<file path="config.mk">
export PLATFORM = sky130hd
export DESIGN_NAME = picosoc_bus_arbiter
export DESIGN_NICKNAME = d
export VERILOG_FILES = /design/src/rtl/picosoc_bus_arbiter.sv
export SDC_FILE = /design/constraint.sdc
export NUM_CORES = 1
export LEC_CHECK = 0
export CORE_AREA = 2 2 122 124
export DETAILED_ROUTE_END_ITERATION = 12
export DIE_AREA = 0 0 124 126
export GPL_TIMING_DRIVEN = 0
export PLACE_DENSITY = 0.72
export SETUP_SLACK_MARGIN = 0.2
export SYNTH_ARGS = -nofsm -noshare
export SYNTH_HDL_FRONTEND = slang
export SYNTH_SLANG_ARGS = --single-unit
</file>
<file path="constraint.sdc">
create_clock -name clk -period 1.8 [get_ports clk]
set_input_delay 0.27 -clock clk [delete_from_list [all_inputs] [get_ports clk]]
set_output_delay 0.27 -clock clk [all_outputs]
set_load 0.1 [all_outputs]
</file>
<file path="src/rtl/picosoc_bus_arbiter.sv">
// Two-master round-robin arbiter for the PicoSoC native memory bus, with a
// per-transaction watchdog that completes stalled accesses with a fixed word.
module picosoc_bus_arbiter #(
    parameter int unsigned TIMEOUT_CYCLES = 255,
    parameter logic [31:0] TIMEOUT_RDATA  = 32'hdead_beef
) (
    input  logic        clk,
    input  logic        reset,

    input  logic        m0_valid,
    input  logic [31:0] m0_addr,
    input  logic [31:0] m0_wdata,
    input  logic [3:0]  m0_wstrb,
    output logic        m0_ready,
    output logic [31:0] m0_rdata,

    input  logic        m1_valid,
    input  logic [31:0] m1_addr,
    input  logic [31:0] m1_wdata,
    input  logic [3:0]  m1_wstrb,
    output logic        m1_ready,
    output logic [31:0] m1_rdata,

    output logic        s_valid,
    output logic [31:0] s_addr,
    output logic [31:0] s_wdata,
    output logic [3:0]  s_wstrb,
    input  logic        s_ready,
    input  logic [31:0] s_rdata,

    output logic        grant,
    output logic        busy,
    output logic        timeout_pulse,
    output logic [7:0]  timeout_count
);

    localparam int unsigned CNT_RAW = $clog2(TIMEOUT_CYCLES + 1);
    localparam int unsigned CNT_W   = (CNT_RAW < 1) ? 1 : CNT_RAW;
    localparam logic [CNT_W-1:0] CNT_LAST = CNT_W'(TIMEOUT_CYCLES - 1);

    typedef enum logic [1:0] {
        S_IDLE = 2'd0,
        S_BUSY = 2'd1,
        S_ERR  = 2'd2
    } state_t;

    state_t           state, state_d;
    logic             owner, owner_d;
    logic             last_grant, last_grant_d;
    logic [CNT_W-1:0] cnt, cnt_d;
    logic [7:0]       tcount_d;

    logic             owner_valid;
    logic             done;
    logic [31:0]      done_rdata;

    // State register; last_grant resets to m1 so m0 wins the first tie.
    always_ff @(posedge clk or posedge reset) begin
        if (reset) begin
            state         <= S_IDLE;
            owner         <= 1'b0;
            last_grant    <= 1'b1;
            cnt           <= '0;
            timeout_count <= 8'd0;
        end else begin
            state         <= state_d;
            owner         <= owner_d;
            last_grant    <= last_grant_d;
            cnt           <= cnt_d;
            timeout_count <= tcount_d;
        end
    end

    // Arbitration, watchdog and bus muxing.
    always_comb begin
        state_d       = state;
        owner_d       = owner;
        last_grant_d  = last_grant;
        cnt_d         = cnt;
        tcount_d      = timeout_count;
        s_valid       = 1'b0;
        s_addr        = 32'd0;
        s_wdata       = 32'd0;
        s_wstrb       = 4'd0;
        timeout_pulse = 1'b0;
        done          = 1'b0;
        done_rdata    = 32'd0;
        m0_ready      = 1'b0;
        m1_ready      = 1'b0;
        m0_rdata      = 32'd0;
        m1_rdata      = 32'd0;
        owner_valid   = owner ? m1_valid : m0_valid;

        case (state)
            S_IDLE: begin
                if (m0_valid || m1_valid) begin
                    owner_d      = (m0_valid && m1_valid) ? ~last_grant : m1_valid;
                    last_grant_d = owner_d;
                    cnt_d        = '0;
                    state_d      = S_BUSY;
                end
            end
            S_BUSY: begin
                s_valid = owner_valid;
                s_addr  = owner ? m1_addr  : m0_addr;
                s_wdata = owner ? m1_wdata : m0_wdata;
                s_wstrb = owner ? m1_wstrb : m0_wstrb;
                if (!owner_valid) begin
                    state_d = S_IDLE;
                end else if (s_ready) begin
                    done       = 1'b1;
                    done_rdata = s_rdata;
                    state_d    = S_IDLE;
                end else if (TIMEOUT_CYCLES != 0 && cnt == CNT_LAST) begin
                    state_d = S_ERR;
                end else begin
                    cnt_d = cnt + 1'b1;
                end
            end
            S_ERR: begin
                done          = 1'b1;
                done_rdata    = TIMEOUT_RDATA;
                timeout_pulse = 1'b1;
                if (timeout_count != 8'hff) begin
                    tcount_d = timeout_count + 8'd1;
                end
                state_d = S_IDLE;
            end
            default: begin
                state_d = S_IDLE;
            end
        endcase

        // Completion is routed only to the owner; the other side stays at zero.
        m0_ready = done & ~owner;
        m1_ready = done &  owner;
        m0_rdata = m0_ready ? done_rdata : 32'd0;
        m1_rdata = m1_ready ? done_rdata : 32'd0;
    end

    assign grant = owner;
    assign busy  = (state != S_IDLE);

endmodule

</file>
==> impl_metrics.yaml <==
yosys:
  synth_cells: 377
  synth_top_family_by_area: "simple AND/OR/NAND/NOR gates"
  synth.top_cell.area_share: 0.249
  synth_area_um2: 2780
  yosys_register_bits: 20
  synthTopCellsByCount: "nor2_1 (91), mux2i_1 (69), nor2b_1 (68), dfrtp_1 (19)"
  avgSynthCellArea_um2: 7.37
  yosys.area_share.adder: 0.0270
  synthXorXnorAreaFrac: 0.0126
  syn_nets: 556
  async_reset_ff_frac: 1.00
  muxShareOfSynthArea: 0.261
  synth_simple_gate_area_share: 0.356
  synth.most_common_cell: "nor2_1"
  synth_edf_count: 0
  ys_warn_count: 0
  synth.distinct_cells: 44
  ys_seq_area_frac: 0.181
  yosys-top-cells-area: "mux2i_1 (25%), dfrtp_1 (17%), nor2b_1 (15%)"
  synth_top_flop_cell: "dfrtp_1"
  synth_compound_area_frac: 0.0982
  synth.largest_area_cell: "mux2i_1"
sta:
  finalCriticalPeriod_ps: 2540
  setup-violations-final: 146
  max_freq_mhz: 394
  hold_ws_ps: 383
  tightest_slew_ps: 1000
  slew_viol_final: 0
  finalWorstSetupSlack_ps: -736
  hold_viol: 0
  rsz0062_at_grt: "yes"
  finClkSkew_ps: 2.27
  finalCritPeriodShare: 1.41
  max-slew-margin-rel: 0.333
routing:
  wirelength_mm: 18.7
  num_vias: 4371
  viasPerCell: 4.71
  drt-pass1-iter-count: 4
  drc: 0
  drtIter0Drc: 128
  antenna_left: 0
  routedWlPerCell_um: 20.1
pwr:
  switching_power_mw: 10.6
  powerDensity_nw_per_um2: 1890
  intPower_mw: 8.44
  power.total_mw: 19.0
  comb_power_share: 0.933
  clkPwrFrac: 0.027
  switching_share: 0.557
  p_leak_nw: 3.98
  irDropWorstVdd_uv: 1270
  seqPwrFrac: 0.040
floorplanning:
  coreArea_um2: 14300
  dieArea_um2: 15600
  die_h_um: 126
  dieWidth_um: 124
  ios: 319
  start_util: 0.194
  core.rowCount: 44
placement:
  io_buffers: 318
  gp_congestion: 0.888
  dp.cells: 879
  place_ws_ps: -1730
  place_area_um2: 7430
  hpwl_mm: 12.4
cells_and_area:
  design_area_um2: 10100
  drive_gt1_frac: 0.603
  synthToLayoutAreaGrowth_pct: 264
  finalNonFillerCells: 928
  layout.nets: 924
  diodes: 0
cts:
  h-tree-depth: 1
  cts_made_buffers: 3
  cts_sinks: 20
  root_buffer: "clkbuf_16"
  clock_path_buffers: 2
  clock_latency_ps: 250
  path_clk_slew_ps: 60
  cts_tree: "built"
setup_path:
  required_ps: 1530
  worstPathArrival_ps: 2270
  path_class: "flip-flop to primary output"
  slowest_delay_ps: 480
  path_delay_family: "buffers and inverters"
  crit_buf_inv: 6
  cp-start-kind: "flip-flop"
  path_cells: "buf_8 > mux2_4 > and3_4 > buf_8 > o211ai_4 > buf_12 > buf_12 > buf_16 > nor2_4 > buf_12"
  crit_path_frequent_cell: "buf_12"
  endpoint_kind: "primary output"
  crit_path_max_fanout: 5
  cpMaxStageDelayCell: "dfrtp_4"
global_route:
  grt_pass1_wl_mm: 25.0
  grt_start_max_net_pins: 21
  grt_overflow: 0
  grt_antenna_before_repair: 0
  gr-usage-all-layers: 0.205
  grt_pass1_vias: 4473
min_path:
  holdCritPathClass: "input port to flip-flop"
run_status:
  outcome: "complete, but fails checks"
  violations: "setup timing"
run:
  maxCapViolCount: 0
==> kinds of logic (layout without fill, tap and decap cells) <==
family          Yosys count  after routing
simple gates            201            201
mux                      72             72
buf+inv                  40            407
compound gates           34             34
flops                    20             20
fa+ha+maj                 6              6
xor+xnor                  4              4
==> through the flow <==
stage,TNS [ps],util
floorplan,-52170,-
global placement,-183330,0.519
detailed placement,-190260,0.519
CTS,-64760,0.653
global route,-80650,0.705
finish,-73680,0.705
==> worst paths after layout <==
| check | startpoint | to | slack [ps] | cells after the start |
|---|---|---|---|---|
| setup / recovery | grant$_DFFE_PP0P_ | m1_rdata[15] | -740 | 10 |
| hold / removal | m0_valid | last_grant$_DFFE_PP1P_ | 380 | 2 |
| setup reg to reg | grant$_DFFE_PP0P_ | cnt[3]$_DFFE_PP0P_ | -480 | 9 |
| hold reg to reg | cnt[7]$_DFFE_PP0P_ | cnt[7]$_DFFE_PP0P_ | 500 | 1 |
| max in group asynchronous | reset | grant$_DFFE_PP0P_ | 740 | 2 |
| min in group asynchronous | reset | timeout_count[0]$_DFFE_PP0P_ | 470 | 2 |
==> registers in the layout, indices dropped and copies added, names as in the netlist <==
name and count:
cnt 8, grant 1, last_grant 1, state 2, timeout_count 8
==> timing repair <==
| action | CTS | global route |
|---|---|---|
| gates cloned | 6 | 9 |
| setup endpoints to repair | 158 | 151 |
| setup buffers | 16 | 14 |
| gates resized for setup | 1286 | 114 |
| hold buffers | 0 | 0 |
| pin swaps | 15 | 6 |
==> worst reg2reg max path: stages, from the launching register on <==
cell     delay (ps)
dfrtp_4         480
buf_8           130
buf_4           130
buf_12          130
buf_12          140
mux2i_1         190
a211o_1         300
buf_4           180
o211a_1         230
a211o_1         260
==> final cells by class <==
| cell class | count | area, um^2 |
|---|---|---|
| inverter | 11 | 60.1 |
| timing repair buffer | 363 | 5220 |
| tap | 184 | 230 |
| multi-input combinational | 317 | 3460 |
| fill | 884 | 4220 |
| clock buffer | 4 | 88.8 |
| buffer | 29 | 517 |
| sequential | 20 | 519 |
==> placed cells by master, fill, tap and decap left out, types with 3 or more instances in the layout <==
master           Yosys  layout
a21oi_1              8       7
nand3_1              5       4
dfrtp_2              0       5
buf_16               0       9
buf_6                1       7
clkdlybuf4s15_2      0       7
mux2i_1             69       8
buf_12               0     147
ha_4                 0       4
nor2_1              91      27
dfrtp_4              0       3
nor3_1               4       4
mux2i_2              0      59
dfrtp_1             19      11
buf_4                5      19
nand2_1             16      16
a211o_1              4       4
nor2b_4              0      68
clkdlybuf4s50_1      0     171
and3_1               5       3
clkbuf_16            0      16
nor3b_1              4       4
inv_1                9       6
mux2_4               0       3
clkbuf_2             0       4
xnor2_1              3       3
buf_8                0       9
nor2_4               0      64
a31oi_1              6       5
==> per-layer routing <==
metal | GRT usage | share of wire | vias to the layer above
li1 | - | - | 2013
met1 | 0.212 | 0.34 | 2082
met2 | 0.399 | 0.55 | 241
met3 | 0.0530 | 0.086 | 35
met4 | 0.0562 | 0.027 | 0
met5 | 0 | 0 | -
==> power by group through the flow <==
| stage | sequential (mW) | clock, mW | combinational, mW |
|---|---|---|---|
| final | 0.754 | 0.513 | 17.8 |
| after global routing | 0.773 | 0.540 | 18.2 |
| after CTS | 0.747 | 0.519 | 16.0 |
| after detailed placement | 0.755 | 0 | 13.1 |
| after global placement | 0.748 | 0 | 13.0 |
| after floorplan | 1.16 | 0 | 10.1 |
No activity file was read; power rests on OpenSTA's default activity.
